<file path="src/rtl/display_share_arbiter.sv">
// Purpose: round-robin arbiter that shares one 4-digit 7-segment display between
//   up to 4 requesters. Each grant is held for a minimum dwell of HOLD_CYCLES.
// Latency: req seen in cycle n gives registered grant/bcd_out after edge n+1.
// Backpressure: none. Requests are level-held; the owner keeps the display until
//   it releases or its dwell expires with another requester waiting.
// Ports:
//   clk         system clock, all state changes on the rising edge
//   reset       synchronous active-high reset
//   req         per-requester request, level-held
//   bcd_in_all  4 x 16-bit packed BCD; requester i owns bits [16*i+15:16*i]
//   grant       one-hot owner, 0 when idle (registered)
//   bcd_out     owner's BCD value or IDLE_PATTERN (registered)
//   active      high while a grant is held (registered, equals |grant)
module display_share_arbiter #(
  parameter int          HOLD_CYCLES  = 100000000,
  parameter logic [15:0] IDLE_PATTERN = 16'h0000
) (
  input  logic        clk,
  input  logic        reset,
  input  logic [3:0]  req,
  input  logic [63:0] bcd_in_all,
  output logic [3:0]  grant,
  output logic [15:0] bcd_out,
  output logic        active
);

  localparam int CW = (HOLD_CYCLES < 1) ? 1 : $clog2(HOLD_CYCLES + 1);
  localparam logic [CW-1:0] HOLD_LAST = CW'(HOLD_CYCLES - 1);

  typedef enum logic {S_IDLE, S_GRANT} state_e;

  state_e        state_q, state_d;
  logic [3:0]    grant_q, grant_d;
  logic [15:0]   bcd_q,   bcd_d;
  logic          active_q, active_d;
  logic [CW-1:0] cnt_q,   cnt_d;
  logic [1:0]    last_q,  last_d;

  logic          pick_all_vld, pick_oth_vld;
  logic [1:0]    pick_all_idx, pick_oth_idx;
  logic          hold_done;

  // Search r starting just after 'last', ascending with wrap 3->0.
  // Returns {found, index}.
  function automatic logic [2:0] rr_pick(input logic [3:0] r, input logic [1:0] last);
    logic [1:0] idx;
    logic       found;
    logic [1:0] win;
    found = 1'b0;
    win   = last;
    for (int k = 1; k <= 4; k++) begin
      idx = last + 2'(k);
      if (!found && r[idx]) begin
        found = 1'b1;
        win   = idx;
      end
    end
    return {found, win};
  endfunction

  function automatic logic [15:0] slice(input logic [63:0] all, input logic [1:0] idx);
    return all[16*idx +: 16];
  endfunction

  function automatic logic [3:0] onehot(input logic [1:0] idx);
    return 4'b0001 << idx;
  endfunction

  // 'last' always equals the current owner while in S_GRANT, so the owner
  // index is last_q and the "others" search naturally starts after it.
  assign {pick_all_vld, pick_all_idx} = rr_pick(req, last_q);
  assign {pick_oth_vld, pick_oth_idx} = rr_pick(req & ~onehot(last_q), last_q);
  assign hold_done = (cnt_q == HOLD_LAST);

  always_comb begin
    state_d  = state_q;
    grant_d  = grant_q;
    bcd_d    = bcd_q;
    active_d = active_q;
    cnt_d    = cnt_q;
    last_d   = last_q;
    case (state_q)
      S_IDLE: begin
        grant_d  = 4'b0000;
        bcd_d    = IDLE_PATTERN;
        active_d = 1'b0;
        cnt_d    = '0;
        if (pick_all_vld) begin
          state_d  = S_GRANT;
          grant_d  = onehot(pick_all_idx);
          last_d   = pick_all_idx;
          bcd_d    = slice(bcd_in_all, pick_all_idx);
          active_d = 1'b1;
        end
      end
      S_GRANT: begin
        if (!req[last_q]) begin
          // Release wins over hold expiry; re-arbitrate from IDLE next edge.
          state_d  = S_IDLE;
          grant_d  = 4'b0000;
          bcd_d    = IDLE_PATTERN;
          active_d = 1'b0;
          cnt_d    = '0;
        end else if (hold_done && pick_oth_vld) begin
          grant_d  = onehot(pick_oth_idx);
          last_d   = pick_oth_idx;
          cnt_d    = '0;
          bcd_d    = slice(bcd_in_all, pick_oth_idx);
          active_d = 1'b1;
        end else begin
          // Owner keeps the display; its value is reloaded every edge.
          cnt_d = hold_done ? '0 : cnt_q + 1'b1;
          bcd_d = slice(bcd_in_all, last_q);
        end
      end
      default: begin
        state_d = S_IDLE;
      end
    endcase
  end

  always_ff @(posedge clk) begin
    if (reset) begin
      state_q  <= S_IDLE;
      grant_q  <= 4'b0000;
      bcd_q    <= IDLE_PATTERN;
      active_q <= 1'b0;
      cnt_q    <= '0;
      last_q   <= 2'd3;
    end else begin
      state_q  <= state_d;
      grant_q  <= grant_d;
      bcd_q    <= bcd_d;
      active_q <= active_d;
      cnt_q    <= cnt_d;
      last_q   <= last_d;
    end
  end

  assign grant   = grant_q;
  assign bcd_out = bcd_q;
  assign active  = active_q;

endmodule

</file>
<file path="config.mk">
export PLATFORM = sky130hd
export DESIGN_NAME = display_share_arbiter
export DESIGN_NICKNAME = d
export VERILOG_FILES = /design/src/rtl/display_share_arbiter.sv
export SDC_FILE = /design/constraint.sdc
export NUM_CORES = 1
export LEC_CHECK = 0
export CORE_MARGIN = 2
export CORE_UTILIZATION = 55
export DETAILED_ROUTE_END_ITERATION = 8
export PLACE_DENSITY = 0.86
export SLEW_MARGIN = 20
export SYNTH_ARGS = -nofsm -noshare
export SYNTH_HDL_FRONTEND = slang
export SYNTH_SLANG_ARGS = --single-unit
</file>
<file path="constraint.sdc">
create_clock -name clk -period 7 [get_ports clk]
set_input_delay 1.05 -clock clk [delete_from_list [all_inputs] [get_ports clk]]
set_output_delay 1.05 -clock clk [all_outputs]
set_load 0.02 [all_outputs]
</file>
After elaboration in Yosys (flattened, before gate mapping):

Index checks and enable logic that the tools add are counted.

* add/sub/neg operators: 4
* multipliers: 0
* divide/modulo/power cells: 0
* magnitude comparators: 4
* equality and inequality tests: 5
* shift-type cells: 6
* muxes and demuxes: 54
* bitwise gates (word level): 3
* reductions and logical operators: 14

Operators by type and width (number)
* 64-bit by 7-bit indexed part select with 16-bit output: 3
* 27-bit 2-to-1 mux: 3
* 27-bit case mux with 2 select lines: 1
* 16-bit 2-to-1 mux: 3
* 16-bit case mux with 2 select lines: 1
* 27-bit by 1-bit adder with 27-bit output (second input constant): 1
* 27-bit equality test (second input constant): 1
* 2-bit 2-to-1 mux: 11
* 1-bit 2-to-1 mux: 20
* 1-bit binary-select mux with 2-bit select: 8
* 2-bit by 3-bit less-than comparator with 1-bit output (second input constant): 4
* 4-bit 2-to-1 mux: 3
* 1-bit by 2-bit left shift with 4-bit output (first input constant): 3
* 4-bit case mux with 2 select lines: 1
* 1-bit logical AND: 7
* 1-bit zero test: 6
* 2-bit adder (second input constant): 2
* 4-bit bitwise AND: 1
* 2-bit by 1-bit != test with 1-bit output (second input constant): 2
* 4-bit inverter: 1
* 1-bit case mux with 2 select lines: 2
* 2-bit case mux with 2 select lines: 1
* 3-bit by 2-bit != test with 1-bit output (second input constant): 1
* 3-bit AND reduction: 1
* 3 further kinds: 3

* flip-flop bits (word level): 51
* bits in latches: 0
* RAM bits: 0
* bits in read-only memories: 0
* input port bits: 70
* output and inout bits: 21
* word-level logic and storage cells: 96
* memories kept: 0

Longest topological paths before layout:

Gate-level depths: netlist of the first run.

* word-level depth: 19
* mapped depth: 14
* depth with buffers taken out: 8

Worst setup path before layout of the first run:

No wires, ideal clock.

* path type: register to register
* start point: register last_q[0]
* end point: register bcd_q[0], in the netlist bcd_out[0]
* setup time: 0.130 ns
* arrival time: 3.224 ns
* required time: 6.870 ns
* setup slack: 3.646 ns
* cell stages (with the launch flop): 14
* path buffers: 5
* clock period less this slack: 3.354 ns
* cells stage by stage: dfxtp_1 buf_6 inv_1 clkbuf_1 clkbuf_1 ha_1 clkbuf_1 or3b_1 o211a_1 buf_1 o41ai_2 o2111ai_1 a22oi_1 o221ai_2

* word-level cells in the longest chain between the ends: 19
* elaborated cells on any way between the ends: 58
* those cells by class: add/sub (3); shift (4); mux (36); bitwise (2); reduce/logical (13)

Ends and longest elaborated chain
* start: declaration: line 37 `logic [1:0] last_q, last_d;`
* start signal: assignment: line 136 `last_q <= last_d;`
* branches (longest 18 deep; another with 2-bit by 1-bit adder with 2-bit output)
* 16-bit case mux with 2 select lines *: line 82 `case (state_q)`
* end signal: assignment: line 126 `bcd_q <= IDLE_PATTERN;`
* end signal: assignment: line 133 `bcd_q <= bcd_d;`
* end: declaration: line 34 `logic [15:0] bcd_q, bcd_d;`

Every way passes the cells marked *. The select of a mux whose other input is x is not followed.
A chain may end at the register's enable or synchronous reset.

Worst setup path after layout of the first run:

* start point: register last_q[0]
* end point: register bcd_q[1], in the netlist bcd_out[1]

Same word-level chain as after synthesis.

==> results.py, run 1 <==
metrics = {
    "route": {
        "met3_length_um": 1840,
        "via_per_inst": 7.06,
        "first_pass_iters": 5,
        "drt-initial-drc-count": 854,
        "vias": 6126,
        "wl_um": 17700,
        "wl_met1_um": 7120,
        "ant_nets": 0,
        "drc": 0,
        "wl_met2_um": 8290,
        "drt-wirelength-per-cell_um": 20.4,
        "top_layer": "met4",
    },
    "clock_network": {
        "cts_tree": "done",
        "cts_buffer_depth": 2,
        "cts_buffers": 5,
        "cts_resized": 0,
        "cts_hold_buf": 0,
        "root_buffer": "clkbuf_8",
        "clock-sinks": 51,
        "h-tree-depth": 2,
        "cts_setup_buffers": 0,
        "insertion_delay_ps": 340,
        "clk_pin_slew_worst_paths_ps": 120,
    },
    "floorplanning": {
        "dieArea_um2": 10800,
        "initial_utilization_pct": 56.6,
        "core_um2": 9730,
        "rows": 36,
        "dieHeight_um": 104,
        "die_w_um": 104,
        "ios": 91,
    },
    "layout": {
        "drive_gt1_share_pct": 9.25,
        "areaGrowthSynthToFinish_pct": 17.0,
        "multi_input_area_um2": 4020,
        "fin_nets": 809,
        "n_antenna_cell": 0,
        "ff_latch_area_um2": 1020,
        "fillers": 813,
        "final_area_um2": 6440,
    },
    "logic_synthesis": {
        "async_flop_share_pct": 0,
        "ys_ff_latch": 51,
        "synthFlopType": "dfxtp_1",
        "synth_edf_count": 0,
        "synth_top_area_share_pct": 18.5,
        "synth.distinct_cells": 67,
        "synth_area_um2": 5510,
        "syn_inst": 708,
        "avgSynthCellArea_um2": 7.78,
        "ys_seq_area_share_pct": 18.5,
        "synth_top_area_cell": "dfxtp_1",
        "synthTopCellsByArea": "dfxtp_1, nand4_1, mux2i_1",
        "synthesis.nets": 783,
        "yosys_warnings": 0,
    },
    "global_routing": {
        "grt_pass1_vias": 5805,
        "grt_first_pass_wirelength_um": 28800,
        "antenna_found_initial": 0,
        "overflow": 0,
        "grt.total_usage_pct": 31.6,
        "grt_max_degree": 85,
    },
    "worst_setup_path": {
        "crit_required_ps": 7180,
        "cpPeakStageDelay_ps": 710,
        "timing_worst_setup_path_type": "flop to flop",
        "path_buf_inv": 3,
        "path_cells": "buf_4, inv_1, ha_1, or3b_1, o211ai_1, buf_4, a41o_2, o2111ai_1, a22oi_1, o221ai_2",
        "critical-path-slowest-cell": "a41o_2",
        "critPathMaxFanout": 84,
        "arrival_ps": 4140,
        "cp_common_cell": "buf_4",
        "crit_cells": 10,
        "start_kind": "flop",
        "cp_top_family": "compound AO/OA/AOI/OAI gates",
        "cp-end-kind": "flop",
        "rr_worst_depth": 10,
    },
    "timing": {
        "slew_viol_final": 0,
        "slew_headroom_pct": 40.5,
        "setup_viol": 0,
        "final.setup.worst_slack_ps": 3040,
        "fin_crit_sh_pct": 56.6,
        "hold_viol_final": 0,
        "grt_setup_unrepaired": "false",
        "tightest_slew_ps": 892,
        "fin_crit_ps": 3960,
        "whs_ps": 481,
        "fin_tns_setup_ps": 0,
        "max_freq_mhz": 253,
        "skew_ps": 34.8,
    },
    "min_path": {
        "min-delay-path-class": "flop to flop",
        "holdPathStages": 1,
    },
    "place": {
        "gp_congestion": 0.887,
        "dp_slack_ps": 2620,
        "place_hpwl_um": 11000,
        "portBuffers": 90,
        "dpl_cell_area_um2": 6340,
    },
    "power_and_ir_drop": {
        "totalPowerFinal_mw": 1.86,
        "vdd_drop_max_uv": 258,
        "powerDensity_nw_per_um2": 289,
        "p_leak_nw": 2.16,
    },
    "run_status": {
        "status": "completed",
    },
    "flow_run": {
        "cap_violations": 0,
    },
}
cell usage after synthesis (all sizes together), types with 2 or more instances:
cell type	instances
and4	3
xnor2	11
nand3b	3
mux4	4
o221ai	16
buf	18
a22oi	16
and3	7
mux2i	32
a21o	2
o211a	3
nand2b	40
ha	5
nand2	21
dfxtp	51
o21a	2
nor2	42
a21oi	40
or3b	2
nor3b	5
o2111ai	32
nand4b	2
o21ai	5
a211oi	32
or4	5
nor2b	2
inv	36
and2	37
and3b	5
a311oi	4
nand4	67
o41ai	32
nand3	21
or2	3
xor2	16
clkbuf	67
o211ai	5
area by class of cell:
cell class,instances,area share [%]
multi-input cells,536,62.3
well taps,133,2.58
repair buffers,104,15.6
flip-flops and latches,51,15.9
inverters,36,2.10
clock buffers,6,1.28
clock inverters,2,0.252
through the flow:
step | util, % | cells
2_1_floorplan | - | 708
3_3_place_gp | 65.1 | 860
6_report | 66.2 | 868
3_5_place_dp | 65.2 | 860
4_1_cts | 66.2 | 868
5_1_grt | 66.2 | 868
power by group:
group,total (mW),internal [mW],switching (mW),leakage [nW]
clock network,0.199,0.0812,0.118,0.0474
registers,0.369,0.339,0.0302,0.416
logic,1.30,0.521,0.774,1.70
total,1.86,0.941,0.922,2.16
registers in the layout (all words and copies together), names as in the netlist:
| name | cells |
|---|---|
| state_q | 1 |
| grant | 4 |
| last_q | 2 |
| bcd_out | 16 |
| cnt_q | 27 |
| active | 1 |
worst paths after layout:
kind	startpoint	slack [ps]	to
worst max-delay path	last_q[0]	3040	bcd_out[1]
worst min-delay path	active	480	active
worst max register to register	last_q[0]	3040	bcd_out[1]
worst min register to register	active	480	active
routing by layer:
metal / vias to the layer above / global-route usage [%]
met5: - / 0
met1: 2860 / 42.7
met3: 61 / 4.95
met2: 439 / 50.4
li1: 2766 / -
met4: 0 / 12.6
cell families (layout without fill, tap and decap cells):
kind of cell | Yosys count | count (layout) | share of synthesized area, %
multiplexers | 37 | 37 | 7.66
adder cells (fa/ha/maj) | 5 | 5 | 1.14
AO/OA/AOI/OAI | 198 | 198 | 30.2
XOR/XNOR | 27 | 27 | 4.43
AND/OR/NAND/NOR | 269 | 269 | 28.9
flip-flops | 51 | 51 | 18.5
buffers and inverters | 121 | 148 | 9.16
placed cells by master (no fill, tap or decap), types with 21 or more instances in the layout:
cell type        synthesis  final
a211oi_1                32     32
a21oi_1                 38     38
and2_1                  37     37
clkdlybuf4s50_1          0     90
dfxtp_1                 51     50
inv_1                   36     36
mux2i_1                 32     32
nand2_1                 21     21
nand2b_1                39     38
nand3_1                 21     21
nand4_1                 66     66
nor2_1                  40     40
o2111ai_1               32     32
o41ai_1                 22     22
(Power assumes the default switching activity.)
==> inputs of run 2 (changes only) <==
- CORE_UTILIZATION: 55 -> 50
- PLACE_DENSITY: 0.86 -> 0.83
- clock period: 7 -> 3.5 ns (I/O delays scaled with it)
==> run 2 against run 1 <==
Effect of this change:
- worst setup slack lost 2500 ps
- utilization is 5.4 points lower
- die area increased by 9.6%
- combinational power increased by 110%
- sequential share of layout area decreased by 0.29 points
- first-iteration DRC count rose by 24%
- critical endpoint is now bcd_out[2]
- largest cell class unchanged
==> results.py, run 2 (synthesis results as in run 1) <==
metrics = {
    "global_routing": {
        "overflow": 0,
        "grt_first_pass_wirelength_um": 28800,
        "antenna_found_initial": 0,
        "grt_pass1_vias": 6018,
        "grt.total_usage_pct": 30.2,
        "grt_util_met1_pct": 38.2,
        "met3_usage_pct": 7.41,
        "top_usage_layer": "met2",
        "grtUsageMet2_pct": 48.1,
        "grt_max_degree": 68,
    },
    "clock_network": {
        "cts_buffers": 5,
        "root_buffer": "clkbuf_8",
        "cts_hold_buf": 0,
        "cts_buffer_depth": 2,
        "cts_tree": "done",
        "cts_resized": 0,
        "h-tree-depth": 2,
        "clk_pin_slew_worst_paths_ps": 120,
        "cts_setup_buffers": 0,
        "clock-sinks": 51,
        "insertion_delay_ps": 350,
    },
    "worst_setup_path": {
        "start_kind": "flop",
        "timing_worst_setup_path_type": "flop to flop",
        "arrival_ps": 3230,
        "cp-end-kind": "flop",
        "crit_required_ps": 3770,
        "critPathMaxFanout": 38,
    },
    "timing": {
        "setup_viol": 0,
        "skew_ps": 19.8,
        "fin_tns_setup_ps": 0,
        "hold_viol_final": 0,
        "tightest_slew_ps": 734,
        "slew_viol_final": 0,
        "slew_headroom_pct": 50.8,
        "fin_crit_sh_pct": 84.5,
        "grt_setup_unrepaired": "false",
        "fin_crit_ps": 2960,
        "whs_ps": 488,
        "max_freq_mhz": 338,
    },
    "place": {
        "place_hpwl_um": 11700,
        "dpl_cell_area_um2": 6460,
        "portBuffers": 90,
        "gp_congestion": 0.916,
    },
    "route": {
        "first_pass_iters": 6,
        "drt-initial-drc-count": 1061,
        "ant_nets": 0,
        "vias": 6150,
        "drt-wirelength-per-cell_um": 20.1,
        "wl_um": 17800,
        "drc": 0,
        "via_per_inst": 6.93,
    },
    "layout": {
        "largest_register": "cnt_q",
        "areaGrowthSynthToFinish_pct": 19.2,
        "fin_nets": 821,
        "ff_latch_area_um2": 1020,
        "final_area_um2": 6560,
        "multi_input_area_um2": 4010,
        "drive_gt1_share_pct": 10.3,
        "n_antenna_cell": 0,
        "fillers": 890,
        "layout_common_cells": "clkdlybuf4s50_1, nand4_1, dfxtp_1",
        "final_common_cell": "clkdlybuf4s50_1",
        "largest_reg_flops": 27,
        "fin_util_pct": 60.8,
    },
    "run_status": {
        "status": "completed",
    },
    "floorplanning": {
        "dieArea_um2": 11900,
        "core_um2": 10800,
        "ios": 91,
        "die_w_um": 109,
        "dieHeight_um": 109,
        "rows": 38,
        "initial_utilization_pct": 51.0,
    },
    "min_path": {
        "min-delay-path-class": "flop to flop",
    },
    "flow_run": {
        "cap_violations": 0,
    },
    "power_and_ir_drop": {
        "p_leak_nw": 2.24,
        "totalPowerFinal_mw": 3.81,
        "powerDensity_nw_per_um2": 581,
        "vdd_drop_max_uv": 557,
    },
}
[run 2: cell types whose count changed in the layout (fill, tap and decap cells not counted), sizes merged]
cell	previous run	this run
buf	14	26
[run 2: final timing paths]
path,startpoint,to,slack (ps),cells after the start
max,last_q[0],bcd_out[2],540,9
max reg2reg,last_q[0],bcd_out[2],540,9
min reg2reg,active,active,490,1
min,active,active,490,1
[run 2: layout make-up]
class / instances / area share [%]
multi-input cells: 536 / 61.1
clock inverters: 2 / 0.248
inverters: 36 / 2.06
repair buffers: 116 / 17.1
well taps: 140 / 2.67
clock buffers: 6 / 1.26
flip-flops and latches: 51 / 15.6
[run 2: critical path, stage by stage, from the launching register on]
cell	delay (ps)
dfxtp_2	340
inv_1	80
buf_4	410
ha_1	290
and3b_1	200
o31a_1	280
o32ai_2	390
o211a_1	560
a22oi_1	230
o221ai_2	90
[run 2: layer usage]
metal | wire length, um | part of all wire (%)
met4 | 594 | 3.3
met3 | 1940 | 11
met2 | 8380 | 47
met5 | 0 | 0
met1 | 6920 | 39
[run 2: metrics by stage]
stage / worst slack (ps) / std cells
final: 543 / 887
after global routing: 383 / 887
after CTS: 440 / 887
after detailed placement: 99.1 / 879
after global placement: 188 / 879
after floorplan: 146 / 708
[run 2: where the power goes]
group	total [mW]	switching (mW)	internal, mW
combinational	2.69	1.58	1.11
clock	0.399	0.237	0.162
sequential	0.724	0.0465	0.678
total	3.81	1.87	1.95
==> inputs of run 3 (changes only) <==
- CORE_UTILIZATION: 50 -> 55
- PLACE_DENSITY: 0.83 -> 0.86
- clock period: 3.5 -> 2.9 ns (I/O delays scaled with it)
==> run 3 against run 2 <==
Effect of this change:
- largest power group unchanged
- final cell count is 0.34% higher
- sequential cell count stayed put
- design area up 2.6%
==> results.py, run 3 (synthesis results as in run 1) <==
metrics = {
    "run_status": {
        "status": "completed",
    },
    "floorplanning": {
        "rows": 36,
        "dieHeight_um": 104,
        "ios": 91,
        "dieArea_um2": 10800,
        "initial_utilization_pct": 56.6,
        "die_w_um": 104,
        "core_um2": 9730,
    },
    "route": {
        "vias": 6181,
        "drc": 0,
        "drt-initial-drc-count": 878,
        "first_pass_iters": 5,
        "drt-wirelength-per-cell_um": 20.0,
        "via_per_inst": 6.94,
        "wl_um": 17800,
        "ant_nets": 0,
    },
    "power_and_ir_drop": {
        "vdd_drop_max_uv": 796,
        "power.internal_mw": 2.55,
        "swShare_pct": 47.3,
        "p_leak_nw": 2.32,
        "pwr-share-clk_pct": 10.7,
        "switchingPower_mw": 2.29,
        "seqPwrFrac_pct": 18.1,
        "powerDensity_nw_per_um2": 719,
        "combPwrFrac_pct": 71.2,
    },
    "flow_run": {
        "cap_violations": 0,
    },
    "global_routing": {
        "grt_first_pass_wirelength_um": 29000,
        "grt_pass1_vias": 5926,
        "grt_max_degree": 70,
        "grt.total_usage_pct": 31.7,
        "overflow": 0,
        "antenna_found_initial": 0,
    },
    "layout": {
        "final_common_cell": "clkdlybuf4s50_1",
        "largest_register": "cnt_q",
        "drive_gt1_share_pct": 12.3,
        "fin_nets": 832,
        "n_antenna_cell": 0,
        "final_area_um2": 6730,
        "areaGrowthSynthToFinish_pct": 22.3,
        "fin_cells": 890,
        "largest_reg_flops": 27,
        "layout_common_cells": "clkdlybuf4s50_1, nand4_1, dfxtp_1",
    },
    "clock_network": {
        "cts_buffer_depth": 2,
        "cts_setup_buffers": 0,
        "clk_pin_slew_worst_paths_ps": 110,
        "cts_tree": "done",
        "cts_buffers": 5,
        "clock-sinks": 51,
        "root_buffer": "clkbuf_8",
        "h-tree-depth": 2,
        "insertion_delay_ps": 320,
    },
    "worst_setup_path": {
        "cp-end-kind": "flop",
        "arrival_ps": 2940,
        "crit_required_ps": 3070,
        "start_kind": "flop",
        "timing_worst_setup_path_type": "flop to flop",
        "critPathMaxFanout": 32,
    },
    "place": {
        "dpl_cell_area_um2": 6590,
        "place_hpwl_um": 11700,
        "portBuffers": 90,
        "dp.cells": 883,
        "gp_congestion": 0.897,
    },
    "timing": {
        "whs_ps": 487,
        "setup_viol": 0,
        "slew_headroom_pct": 57.3,
        "skew_ps": 16.1,
        "fin_crit_ps": 2770,
        "fin_tns_setup_ps": 0,
        "tightest_slew_ps": 641,
        "hold_viol_final": 0,
        "fin_crit_sh_pct": 95.6,
        "max_freq_mhz": 361,
        "grt_setup_unrepaired": "false",
        "slew_viol_final": 0,
    },
    "min_path": {
        "min-delay-path-class": "flop to flop",
    },
}
## run 3: cell count changes in the layout (fill, tap and decap cells not counted), sizes merged
cell / delta
clkbuf: -1
clkinv: -1
buf: +11
bufinv: +1
## run 3: metrics by stage
step | worst slack [ps] | power, mW | util [%]
after floorplan | 2.04 | 3.24 | -
after global placement | 119 | 4.15 | 67.8
after detailed placement | -24.5 | 4.23 | 67.8
after CTS | 36.5 | 4.76 | 68.9
after global routing | 38.7 | 5.07 | 69.2
final | 129 | 4.84 | 69.2
## run 3: what timing repair did
item                       4_1_cts  5_1_grt
hold buffers                     0        0
gates resized for setup          0        6
setup endpoints to repair        0       12
## run 3: layout make-up
| class | instances | area, um^2 |
|---|---|---|
| Clock buffer | 5 | 68.8 |
| Clock inverter | 2 | 37.5 |
| Fill cell | 792 | 3000 |
| Inverter | 36 | 135 |
| Multi-Input combinational cell | 536 | 4050 |
| Sequential cell | 51 | 1020 |
| Tap cell | 133 | 166 |
| Timing Repair Buffer | 127 | 1260 |
## run 3: final timing paths
kind	startpoint	to	slack, ps	depth (start not counted)
max reg2reg	cnt_q[0]	bcd_out[7]	130	8
min	active	active	490	1
min reg2reg	active	active	490	1
max	cnt_q[0]	bcd_out[7]	130	8
## run 3: power groups by stage
stage          sequential [mW]  combinational [mW]  clock, mW
5_1_grt                  0.888                3.64      0.544
3_3_place_gp             0.890                3.26          0
3_5_place_dp             0.891                3.34          0
2_1_floorplan            0.988                2.25          0
6_report                 0.878                3.45      0.517
4_1_cts                  0.876                3.36      0.521
## run 3: per-layer routing
| metal | wire (um) | GRT usage (%) | up-vias | share of wire, % |
|---|---|---|---|---|
| li1 | - | - | 2812 | - |
| met1 | 7220 | 41.4 | 2857 | 41 |
| met2 | 8260 | 51.6 | 438 | 46 |
| met3 | 1760 | 5.58 | 74 | 9.9 |
| met4 | 542 | 13.2 | 0 | 3.0 |
| met5 | 0 | 0 | - | 0 |
## run 3: critical path: stages, from the launching register on
cell	delay (ps)
dfxtp_1	410
ha_2	260
nand3_2	140
or4_1	560
buf_6	240
o41ai_2	380
o2111ai_1	260
a22oi_1	210
o221ai_1	160
